`config.mk`:
```
export PLATFORM = sky130hd
export DESIGN_NAME = ldpc_3gpp_dec_llr_read_ctrl
export DESIGN_NICKNAME = d
export VERILOG_FILES = /design/src/rtl/ldpc_3gpp_dec_llr_read_ctrl.sv
export SDC_FILE = /design/constraint.sdc
export NUM_CORES = 1
export LEC_CHECK = 0
export CAP_MARGIN = 10
export CELL_PAD_IN_SITES_DETAIL_PLACEMENT = 0
export CELL_PAD_IN_SITES_GLOBAL_PLACEMENT = 1
export CORE_ASPECT_RATIO = 1.4
export CORE_MARGIN = 1
export CORE_UTILIZATION = 43
export CTS_BUF_LIST = sky130_fd_sc_hd__clkbuf_4
export CTS_CLUSTER_SIZE = 10
export DETAILED_ROUTE_END_ITERATION = 12
export GPL_TIMING_DRIVEN = 1
export PLACE_DENSITY = 0.87
export SYNTH_ARGS = -nofsm -noshare
export SYNTH_HDL_FRONTEND = slang
export SYNTH_SLANG_ARGS = --single-unit
```
`constraint.sdc`:
```
create_clock -name iclk -period 3.55 [get_ports iclk]
set_input_delay 0.5325 -clock iclk [delete_from_list [all_inputs] [get_ports iclk]]
set_output_delay 0.5325 -clock iclk [all_outputs]
set_load 0.005 [all_outputs]
```
`src/rtl/ldpc_3gpp_dec_llr_read_ctrl.sv`:
```
// LLR read sequencer: walks one LLR frame (cnode = rows outer / zc inner,
// vnode = zc outer / rows inner) and drives read strobe, frame/packet strobes and lane mask.
// Latency: first read registered one cycle after the RUN state is entered; ihold/iclkena stall without skipping reads.
// Optional inter-packet gap (igap port) is built when LDPC_3GPP_DEC_LLR_RCTRL_GAP_EN is defined.
module ldpc_3gpp_dec_llr_read_ctrl #(
    parameter int pZC_W        = 9,
    parameter int pROW_W       = 6,
    parameter int pROW_BY_CYCLE = 8,
    localparam int LANE_W      = $clog2(pROW_BY_CYCLE) + 1,
    localparam int CNT_W       = (pZC_W > pROW_W) ? pZC_W : pROW_W
) (
    input  logic                     iclk,
    input  logic                     ireset,
    input  logic                     iclkena,
    input  logic                     istart,
    input  logic                     ic_nv_mode,
    input  logic [pZC_W-1:0]         iused_zc,
    input  logic [pROW_W-1:0]        iused_row,
    input  logic [LANE_W-1:0]        ilast_lanes,
    input  logic                     ihold,
`ifdef LDPC_3GPP_DEC_LLR_RCTRL_GAP_EN
    input  logic [3:0]               igap,
`endif
    output logic                     oread,
    output logic                     orstart,
    output logic                     orval,
    output logic [3:0]               orstrb,
    output logic [pROW_BY_CYCLE-1:0] ormask,
    output logic                     obusy,
    output logic                     odone
);

    typedef enum logic [1:0] {
        S_IDLE = 2'd0,
        S_RUN  = 2'd1,
        S_DONE = 2'd2
    } state_t;

    localparam logic [CNT_W-1:0] ONE = CNT_W'(1);

    state_t state, state_nxt;

    // frame parameters captured on start
    logic                c_nv_q;
    logic [pZC_W-1:0]    zc_q;
    logic [pROW_W-1:0]   nrow_q;
    logic [LANE_W-1:0]   lanes_q;

    // walk counters: o = outer, i = inner
    logic [CNT_W-1:0]    o_cnt, o_nxt;
    logic [CNT_W-1:0]    i_cnt, i_nxt;

    logic                load;
    logic                read_nxt;
    logic                rstart_nxt;
    logic [3:0]          strb_nxt;
    logic [pROW_BY_CYCLE-1:0] mask_nxt;
    logic                busy_nxt;
    logic                done_nxt;

    logic [CNT_W-1:0]    zc_last;
    logic [CNT_W-1:0]    nrow_last;
    logic [CNT_W-1:0]    o_last;
    logic [CNT_W-1:0]    i_last;
    logic [CNT_W-1:0]    row_cur;
    logic                i_at_last;
    logic                o_at_last;
    logic                i_at_first;
    logic                o_at_first;
    logic [pROW_BY_CYCLE-1:0] lane_mask;

`ifdef LDPC_3GPP_DEC_LLR_RCTRL_GAP_EN
    logic [3:0]          gap_q;
    logic [3:0]          gap_cnt, gap_nxt;
`endif

    // walk geometry derived from the latched frame parameters
    always_comb begin
        zc_last    = CNT_W'(zc_q) - ONE;
        nrow_last  = CNT_W'(nrow_q) - ONE;
        o_last     = c_nv_q ? nrow_last : zc_last;
        i_last     = c_nv_q ? zc_last : nrow_last;
        row_cur    = c_nv_q ? o_cnt : i_cnt;
        i_at_last  = (i_cnt == i_last);
        o_at_last  = (o_cnt == o_last);
        i_at_first = (i_cnt == '0);
        o_at_first = (o_cnt == '0);
    end

    // lane mask: only the last row of a line may be partially populated
    always_comb begin
        lane_mask = '1;
        if ((row_cur == nrow_last) && (lanes_q != '0)) begin
            for (int l = 0; l < pROW_BY_CYCLE; l++) begin
                lane_mask[l] = (LANE_W'(l) < lanes_q);
            end
        end
    end

    // next-state, counter advance and next output values
    always_comb begin
        state_nxt  = state;
        o_nxt      = o_cnt;
        i_nxt      = i_cnt;
        load       = 1'b0;
        read_nxt   = 1'b0;
        rstart_nxt = 1'b0;
        strb_nxt   = 4'b0000;
        mask_nxt   = ormask;
        busy_nxt   = obusy;
        done_nxt   = 1'b0;
`ifdef LDPC_3GPP_DEC_LLR_RCTRL_GAP_EN
        gap_nxt    = gap_cnt;
`endif
        case (state)
            S_IDLE: begin
                if (istart) begin
                    state_nxt = S_RUN;
                    load      = 1'b1;
                    o_nxt     = '0;
                    i_nxt     = '0;
                    busy_nxt  = 1'b1;
`ifdef LDPC_3GPP_DEC_LLR_RCTRL_GAP_EN
                    gap_nxt   = 4'd0;
`endif
                end
            end
            S_RUN: begin
`ifdef LDPC_3GPP_DEC_LLR_RCTRL_GAP_EN
                if (gap_cnt != 4'd0) begin
                    // gap cycles ignore ihold and only count down
                    gap_nxt = gap_cnt - 4'd1;
                end else
`endif
                if (!ihold) begin
                    read_nxt   = 1'b1;
                    rstart_nxt = o_at_first && i_at_first;
                    strb_nxt   = {o_at_first && i_at_first, i_at_first,
                                  i_at_last, o_at_last && i_at_last};
                    mask_nxt   = lane_mask;
                    if (o_at_last && i_at_last) begin
                        state_nxt = S_DONE;
                        o_nxt     = '0;
                        i_nxt     = '0;
                    end else if (i_at_last) begin
                        i_nxt = '0;
                        o_nxt = o_cnt + ONE;
`ifdef LDPC_3GPP_DEC_LLR_RCTRL_GAP_EN
                        gap_nxt = gap_q;
`endif
                    end else begin
                        i_nxt = i_cnt + ONE;
                    end
                end
            end
            S_DONE: begin
                done_nxt  = 1'b1;
                busy_nxt  = 1'b0;
                state_nxt = S_IDLE;
            end
            default: begin
                state_nxt = S_IDLE;
            end
        endcase
    end

    // state, counters and registered outputs; pulses drop while the clock enable is low
    always_ff @(posedge iclk) begin
        if (ireset) begin
            state   <= S_IDLE;
            o_cnt   <= '0;
            i_cnt   <= '0;
            c_nv_q  <= 1'b0;
            zc_q    <= '0;
            nrow_q  <= '0;
            lanes_q <= '0;
            oread   <= 1'b0;
            orstart <= 1'b0;
            orval   <= 1'b0;
            orstrb  <= 4'b0000;
            ormask  <= '0;
            obusy   <= 1'b0;
            odone   <= 1'b0;
`ifdef LDPC_3GPP_DEC_LLR_RCTRL_GAP_EN
            gap_q   <= 4'd0;
            gap_cnt <= 4'd0;
`endif
        end else if (iclkena) begin
            state   <= state_nxt;
            o_cnt   <= o_nxt;
            i_cnt   <= i_nxt;
            oread   <= read_nxt;
            orstart <= rstart_nxt;
            orval   <= read_nxt;
            orstrb  <= strb_nxt;
            ormask  <= mask_nxt;
            obusy   <= busy_nxt;
            odone   <= done_nxt;
`ifdef LDPC_3GPP_DEC_LLR_RCTRL_GAP_EN
            gap_cnt <= gap_nxt;
`endif
            if (load) begin
                c_nv_q  <= ic_nv_mode;
                zc_q    <= (iused_zc == '0) ? pZC_W'(1) : iused_zc;
                nrow_q  <= (iused_row == '0) ? pROW_W'(1) : iused_row;
                lanes_q <= ilast_lanes;
`ifdef LDPC_3GPP_DEC_LLR_RCTRL_GAP_EN
                gap_q   <= igap;
`endif
            end
        end else begin
            oread   <= 1'b0;
            orstart <= 1'b0;
            orval   <= 1'b0;
            orstrb  <= 4'b0000;
            odone   <= 1'b0;
        end
    end

endmodule
```
Word-level counts from Yosys, hierarchy flattened. Cells that the tools add are included. W data, S select, Z words.

Flip-flop bits (word level): 56. Bits in latches: 0. Memory bits (writable): 0. ROM bits: 0. Output and inout port bits: 17. Logic and storage cells: 82. Memories: 0.

$add $sub $neg: 4. $mul: 0. Divide/modulo/power cells: 0. Magnitude comparators: 8. Equality and inequality tests: 9. Shifts and indexed selects: 0. Mux-type cells: 25. Bitwise operators: 3. Reduce and logical (&&, ||, !) cells: 20.

Operator list (number): $mux W9 (11); $pmux W9 S2 (2); $eq A9 B9 Y1 (3); $logic_not A9 Y1 (3); $add A9 B1 Y9 const B (2); $lt A3 B4 Y1 const A (4); $sub A9 B1 Y9 const B (1); $lt A1 B4 Y1 const A (2); $lt A2 B4 Y1 const A (2); $mux W8 (1); $reduce_and A4 Y1 (2); $sub A6 B1 Y7 const B (1); $logic_not A6 Y1 (1); $mux W2 (3); $mux W6 (1); $ne A2 B2 Y1 const B (3); $reduce_and A3 Y1 (2); $mux W1 (5); $reduce_and A5 Y1 (1); $pmux W2 S2 (1); $reduce_bool A2 Y1 (2); $reduce_bool A4 Y1 (1); $reduce_or A4 Y1 (1); $logic_and A1 B1 Y1 (3); other kinds (9) (11).

Logic depth before layout (Yosys ltp). Gate-level depths: netlist of run 1.

Depth after elaboration: 7. Depth in mapped cells: 11.

Worst setup path before layout of run 1. OpenSTA, ideal clock, no wires.

Path type: reg2reg. From: reg zc_q[2]. To: reg state[1]. Setup time: 0.071 ns. Data arrival time: 2.639 ns. Required time: 3.479 ns. Path slack: 0.840 ns. Stages on the path, launching flop included: 9. Clock period less this slack: 2.710 ns. Cell sequence: dfxtp_1 -> buf_2 -> or4_4 -> or4_4 -> and2_4 -> a2111oi_4 -> o2111ai_2 -> or3_1 -> a21oi_1.

Cells in the longest elaborated chain, start to end: 6. Elaborated cells on any way between the ends: 8. Those cells by class: add/sub (1); eq/ne (3); mux (2); reduce/logical (2).

RTL lines: start, declared (RTL line 45) `logic [pZC_W-1:0] zc_q;`; start signal, assigned (RTL line 204) `zc_q <= (iused_zc == '0) ? pZC_W'(1) : iused_zc;`; $sub A9 B1 Y9 * (RTL line 79) `zc_last = CNT_W'(zc_q) - ONE;`; $mux W9, on equally long branches (RTL line 81, 82); $eq A9 B9 Y1, on equally long branches (RTL line 85, 84); $logic_and A1 B1 Y1 * (RTL line 141) `if (o_at_last && i_at_last) begin`; $ne A2 B2 Y1 (no source line) *; $reduce_and A4 Y1 (no source line) *; end signal, assigned (RTL line 189) `state <= state_nxt;`; end, declared (RTL line 41) `state_t state, state_nxt;`.

Every way passes the cells marked *; elsewhere a longest branch is shown, timed or not. A chain may end at the register's enable or synchronous reset.

Worst setup path in the final report of run 1.
From: reg nrow_q[0]. To: reg o_cnt[6].

Cells in the longest elaborated chain, start to end: 7. Elaborated cells on any way between the ends: 11. Those cells by class: add/sub (1); eq/ne (3); mux (5); reduce/logical (2).

RTL lines: start, declared (RTL line 46) `logic [pROW_W-1:0] nrow_q;`; start signal, assigned (RTL line 205) `nrow_q <= (iused_row == '0) ? pROW_W'(1) : iused_row;`; $sub A6 B1 Y7 * (RTL line 80) `nrow_last = CNT_W'(nrow_q) - ONE;`; $mux W9, on equally long branches (RTL line 81, 82); $eq A9 B9 Y1, on equally long branches (RTL line 85, 84); $logic_and A1 B1 Y1 (RTL line 141); $mux W9 (RTL line 141); $mux W9 (RTL line 135) `if (!ihold) begin`; $pmux W9 S2 (RTL line 115) `case (state)`; end signal, assigned (RTL line 190) `o_cnt <= o_nxt;`; end, declared (RTL line 50) `logic [CNT_W-1:0] o_cnt, o_nxt;`.

Every way passes the cells marked *; elsewhere a longest branch is shown, timed or not. The select of a mux whose other input is x is not followed.

==> metrics.md, run 1 <==
| Metric | Value |
|---|---|
| Status | `completed` |
| Worst path bufs/invs | `1` |
| Worst-path clk slew | `0.18 ns` |
| Largest area contributor in the netlist | `dfxtp_1` |
| Routed wire length per instance | `16.4 um` |
| Antenna cell count | `0` |
| RSZ-0062 raised after global routing | `no` |
| Synth top area share | `31.0%` |
| DR iter-0 viols | `189` |
| Worst endpoint data arrival time | `3.47 ns` |
| Slowest-stage cell, CP | `or4b_2` |
| Synth Flop Type | `dfxtp_1` |
| DR vias | `3353` |
| Worst Clk Skew | `0.0173 ns` |
| Worst setup EP type | `flip-flop` |
| CTS Buffer Depth | `2` |
| Most frequent cells in the layout | `dfxtp_1, nand2_1, clkdlybuf4s50_1` |
| Final setup violation count | `0` |
| CTS root buf | `clkbuf_4` |
| Sequential share of the synthesized area | `31.0%` |
| Synth top area cells | `dfxtp_1, xnor2_1, nand2_1` |
| H-Tree Depth | `2` |
| Die height | `110 um` |
| Overflow left after global routing | `0` |
| Worst EP required | `3.89 ns` |
| DR pass1 iterations | `5` |
| Remaining DRCs | `0` |
| Final Wtd Congestion | `0.886` |
| Crit path largest cell delay | `0.67 ns` |
| Seq. cell area | `0.00110 sq mm` |
| Num Clock Sinks | `55` |
| Synth Cell Area | `0.00355 sq mm` |
| Core area | `0.00789 sq mm` |
| Overall power | `0.00142 W` |
| Setup CP Type | `flip-flop to flip-flop` |
| Worst Path Max Fanout | `8` |
| Die width | `78.8 um` |
| Buffers on Ports | `41` |
| Nets | `506` |
| Relative slew margins | `51.7%` |
| Via/cell ratio | `5.82` |
| Power per cell area | `345 mW/mm^2` |
| Vias in the first global route | `3157` |
| FILL cells | `782` |
| Final Cycle Share | `88.1%` |
| Max-cap viol count | `0` |
| Final hold vios | `0` |
| Final Slew Violations | `0` |
| Ys Warns | `0` |
| F_max | `320 MHz` |
| Final WL | `9.43 mm` |
| Num rows | `38` |
| Largest net degree at the start of global routing | `28` |
| First-pass GRT wire length | `15.3 mm` |
| CTS tree | `built` |
| Synth-to-Final Area Change | `15.9%` |
| Post-CTS Setup Bufs | `0` |
| Worst VDD drop | `325 uV` |
| CTS Hold Bufs | `0` |
| Most common cell after layout, fill and taps aside | `dfxtp_1` |
| Number of distinct library cells after synthesis | `61` |
| Synth Register Bits | `55` |
| Starting Density | `45.0%` |
| Avg Cell Area, Syn | `7.80 sq um` |
| Num ports | `42` |
| P_leak | `1.42 nW` |
| Antenna violations before repair | `0` |
| CTS Buf Count | `5` |
| Post-synth ARST share | `0%` |
| Area of the multi-input gates | `0.00221 sq mm` |
| Layout cell share with drive strength beyond 1 | `6.30%` |
| TNS Setup | `0 ns` |
| Critical-path cell list | `inv_1, ha_1, or4b_2, nor2_1, o22ai_1, nor4_1, and4_1, nand3_1, o221ai_1` |
| Post-synth EDFFs | `0` |
| HPWL after DPL | `7.15 mm` |
| Post-cts gate resize count | `0` |
| Worst path top cell family by delay | `simple AND/OR/NAND/NOR gates` |
| Worst-margin pin slew | `0.715 ns` |
| Cell count after synthesis | `455` |
| Die footprint | `0.00863 sq mm` |
| CP startpoint kind | `flip-flop` |
| Antenna-violating nets left | `0` |
| Clock latency on the worst-skew pair | `0.41 ns` |
| Total track usage | `23.0%` |
| Hold WS | `0.468 ns` |
| HP Class | `flip-flop to flip-flop` |
| Synth Net Count | `486` |
| Final worst path period need | `3.13 ns` |
## through the flow
stage                     cell area (sq um)  instances  util [%]  worst slack (ns)
after floorplan                        3550        455         -             0.840
after detailed placement               4010        568      50.8             0.464
final                                  4120        576      52.1             0.422
after global placement                 4010        568      50.8             0.606
after CTS                              4120        576      52.1             0.446
after global routing                   4120        576      52.1             0.210
## cell type report
cell class,count,area share [%]
clock buffers,5,0.912
clock inverters,3,1.73
inverters,22,2.01
multi-input cells,340,53.8
flip-flops and latches,55,26.8
well taps,100,3.04
repair buffers,51,11.8
## registers in the layout (all words and copies together) (netlist names)
name / flops
orval: 1
ormask: 8
obusy: 1
nrow_q: 6
c_nv_q: 1
i_cnt: 9
state: 2
orstrb: 3
zc_q: 9
o_cnt: 9
odone: 1
lanes_q: 4
orstart: 1
## synthesized netlist by cell type, drive strengths merged (4+ instances only)
master / instances
dfxtp: 55
o221ai: 5
a211oi: 4
nor4: 10
nor2b: 5
xnor2: 23
clkbuf: 25
nor2: 37
xor2: 12
and4: 5
mux2i: 12
nand3: 13
o22ai: 7
nor3: 17
buf: 13
inv: 22
o21ai: 12
and3: 4
a21oi: 32
and2: 5
or3: 7
ha: 6
nand4: 10
o31ai: 6
nand2: 52
nor3b: 8
nand2b: 4
o2111ai: 4
## worst min-delay path, stage by stage, from the launching register on
cell and delay, ns:
dfxtp_1 0.34, nand2_1 0.05, a21oi_1 0.05
## routing by layer
layer	GRT usage (%)	wire [um]	vias to the layer above	share of wire, %
li1	-	-	1660	-
met1	26.4	3880	1547	41
met2	41.6	4760	120	50
met3	3.65	473	26	5.0
met4	10.2	320	0	3.4
met5	0	0	-	0
## logic make-up after synthesis
family / Yosys count / synth area share (%)
buf+inv: 60 / 6.69
xor+xnor: 38 / 10.5
flops: 55 / 31.0
mux: 14 / 4.33
fa+ha+maj: 6 / 2.11
compound gates: 94 / 18.2
simple gates: 188 / 27.1
## path summary, 6_finish.rpt
kind	cells after the start	startpoint	end	slack, ns
worst max register to register	9	nrow_q[0]$_SDFFE_PP0P_	o_cnt[6]$_SDFFE_PP0P_	0.42
worst max-delay path	9	nrow_q[0]$_SDFFE_PP0P_	o_cnt[6]$_SDFFE_PP0P_	0.42
worst min-delay path	2	ormask[4]$_SDFFE_PP0P_	ormask[4]$_SDFFE_PP0P_	0.47
worst min register to register	2	ormask[4]$_SDFFE_PP0P_	ormask[4]$_SDFFE_PP0P_	0.47
## power by group
part           leakage (nW)  internal (W)  switching (W)
registers             0.446      0.000636      0.0000295
clock network        0.0573      0.000224       0.000221
logic                 0.917      0.000152       0.000156
No activity file was read; power rests on OpenSTA's default activity.
==> run 2, diff against run 1 <==
- clock period: 3.55 -> 2.9 ns (I/O delays scaled with it)
==> metrics.md, run 2 (same netlist as run 1, synthesis figures left out) <==
| Metric | Value |
|---|---|
| F_max | `358 MHz (was 320 MHz)` |
| Final Cycle Share | `96.3% (was 88.1%)` |
| Total track usage | `24.0% (was 23.0%)` |
| Vias in the first global route | `3301 (was 3157)` |
| Most common cell after layout, fill and taps aside | `dfxtp_1 (unchanged)` |
| H-Tree Depth | `2 (unchanged)` |
| Overall power | `0.00159 W (was 0.00142 W)` |
| DR pass1 iterations | `5 (unchanged)` |
| Routed wire length per instance | `16.4 um (about the same)` |
| Setup CP Type | `flip-flop to flip-flop (unchanged)` |
| Status | `completed (unchanged)` |
| FILL cells | `801 (was 782)` |
| Antenna-violating nets left | `0 (unchanged)` |
| DR iter-0 viols | `282 (was 189)` |
| Sequential power share | `50.5% (was 46.9%)` |
| Synth-to-Final Area Change | `19.9% (was 15.9%)` |
| Worst Path Max Fanout | `4 (was 8)` |
| Die width | `78.8 um (unchanged)` |
| Final Wtd Congestion | `0.911 (was 0.886)` |
| Largest net degree at the start of global routing | `39 (was 28)` |
| TNS Setup | `0 ns (unchanged)` |
| Largest registers | `i_cnt x9, o_cnt x9, zc_q x9 (unchanged)` |
| Final WL | `9.77 mm (was 9.43 mm)` |
| Max-cap viol count | `0 (unchanged)` |
| CTS root buf | `clkbuf_4 (unchanged)` |
| Power per cell area | `374 mW/mm^2 (was 345 mW/mm^2)` |
| Via/cell ratio | `5.79 (was 5.82)` |
| Overflow left after global routing | `0 (unchanged)` |
| CTS Hold Bufs | `0 (unchanged)` |
| Remaining DRCs | `0 (unchanged)` |
| DR vias | `3454 (was 3353)` |
| RSZ-0062 raised after global routing | `no (unchanged)` |
| Antenna cell count | `0 (unchanged)` |
| Relative slew margins | `51.1% (was 51.7%)` |
| Die footprint | `0.00863 sq mm (unchanged)` |
| Final Slew Violations | `0 (unchanged)` |
| HPWL after DPL | `7.53 mm (was 7.15 mm)` |
| NetSw | `0.000500 W (was 0.000406 W)` |
| R2r setup slk | `0.11 ns (was 0.42 ns)` |
| Buffers on Ports | `41 (unchanged)` |
| Worst EP required | `3.20 ns (was 3.89 ns)` |
| CTS tree | `built (unchanged)` |
| Switching share of total power | `31.4% (was 28.7%)` |
| Num ports | `42 (unchanged)` |
| Comb pwr share | `26.2% (was 21.7%)` |
| Worst Clk Skew | `0.0135 ns (was 0.0173 ns)` |
| Starting Density | `45.0% (unchanged)` |
| Clk pwr share | `23.3% (was 31.4%)` |
| Core area | `0.00789 sq mm (unchanged)` |
| First-pass GRT wire length | `16.1 mm (was 15.3 mm)` |
| Worst VDD drop | `271 uV (was 325 uV)` |
| Num rows | `38 (unchanged)` |
| Final setup violation count | `0 (unchanged)` |
| Final hold vios | `0 (unchanged)` |
| Layout cell share with drive strength beyond 1 | `11.1% (was 6.30%)` |
| Int Power | `0.00109 W (was 0.00101 W)` |
| Most frequent cells in the layout | `dfxtp_1, nand2_1, clkdlybuf4s50_1 (unchanged)` |
| CTS Buffer Depth | `2 (unchanged)` |
| Clock latency on the worst-skew pair | `0.41 ns (about the same)` |
| P_leak | `1.50 nW (was 1.42 nW)` |
| Nets | `527 (was 506)` |
| Antenna violations before repair | `0 (unchanged)` |
| Worst-path clk slew | `0.17 ns (was 0.18 ns)` |
| CP startpoint kind | `flip-flop (unchanged)` |
| CTS Buf Count | `5 (unchanged)` |
| HP Class | `flip-flop to flip-flop (unchanged)` |
| Worst-margin pin slew | `0.724 ns (was 0.715 ns)` |
| Num Clock Sinks | `55 (unchanged)` |
| Worst setup EP type | `flip-flop (unchanged)` |
| Die height | `110 um (unchanged)` |
| Worst endpoint data arrival time | `3.09 ns (was 3.47 ns)` |
| Final worst path period need | `2.79 ns (was 3.13 ns)` |
| Hold WS | `0.471 ns (was 0.468 ns)` |
-- run 2: what timing repair did --
item                                   4_1_cts  5_1_grt
setup endpoints to repair                    0       20
gates resized for setup                      0        6
endpoints found under the hold margin        0        0
buffers inserted                             0        2
-- run 2: cell type report --
type                       count  area [sq um]  share of cell area [%]
multi-input combinational    340          2240                    52.7
sequential                    55          1100                    25.9
timing repair buffer          72           643                    15.1
tap                          100           125                    2.94
inverter                      22          82.6                    1.94
clock buffer                   6          45.0                    1.06
clock inverter                 2          16.3                   0.382
-- run 2: path summary, 6_finish.rpt --
| kind | cells past startpoint | end | startpoint |
|---|---|---|---|
| worst max-delay path | 9 | state[0]$_SDFFE_PP0P_ | nrow_q[0]$_SDFFE_PP0P_ |
| worst min-delay path | 2 | ormask[5]$_SDFFE_PP0P_ | ormask[5]$_SDFFE_PP0P_ |
| worst max register to register | 9 | state[0]$_SDFFE_PP0P_ | nrow_q[0]$_SDFFE_PP0P_ |
| worst min register to register | 2 | ormask[5]$_SDFFE_PP0P_ | ormask[5]$_SDFFE_PP0P_ |
-- run 2: power groups by stage --
stage	registers, W	clock network (W)	logic [W]
2_1_floorplan	0.000808	0	0.000273
3_3_place_gp	0.000820	0	0.000399
3_5_place_dp	0.000820	0	0.000405
4_1_cts	0.000804	0.000377	0.000408
5_1_grt	0.000808	0.000406	0.000455
6_report	0.000804	0.000370	0.000418
-- run 2: through the flow --
stage	area, sq um	setup WS (ns)	std cells	util, %
5_1_grt	4260	0.00676	597	53.9
6_report	4260	0.107	597	53.9
4_1_cts	4210	0.0315	595	53.3
2_1_floorplan	3550	0.190	455	-
3_5_place_dp	4150	0.0438	587	52.6
3_3_place_gp	4150	0.179	587	52.6
-- run 2: critical path, stage by stage, from the launching register on --
cell     delay, ns
dfxtp_1       0.34
inv_1         0.09
ha_1          0.21
or4b_2        0.69
nor2_1        0.19
o22ai_1       0.13
nor4_2        0.20
nand4_1       0.26
nor3_1        0.41
a41oi_1       0.16
-- run 2: metal layers --
| layer | vias up | GRT usage [%] | share of wire, % |
|---|---|---|---|
| met4 | 0 | 10.8 | 3.3 |
| li1 | 1699 | - | - |
| met5 | - | 0 | 0 |
| met1 | 1625 | 28.1 | 42 |
| met3 | 23 | 3.65 | 4.4 |
| met2 | 107 | 42.9 | 50 |
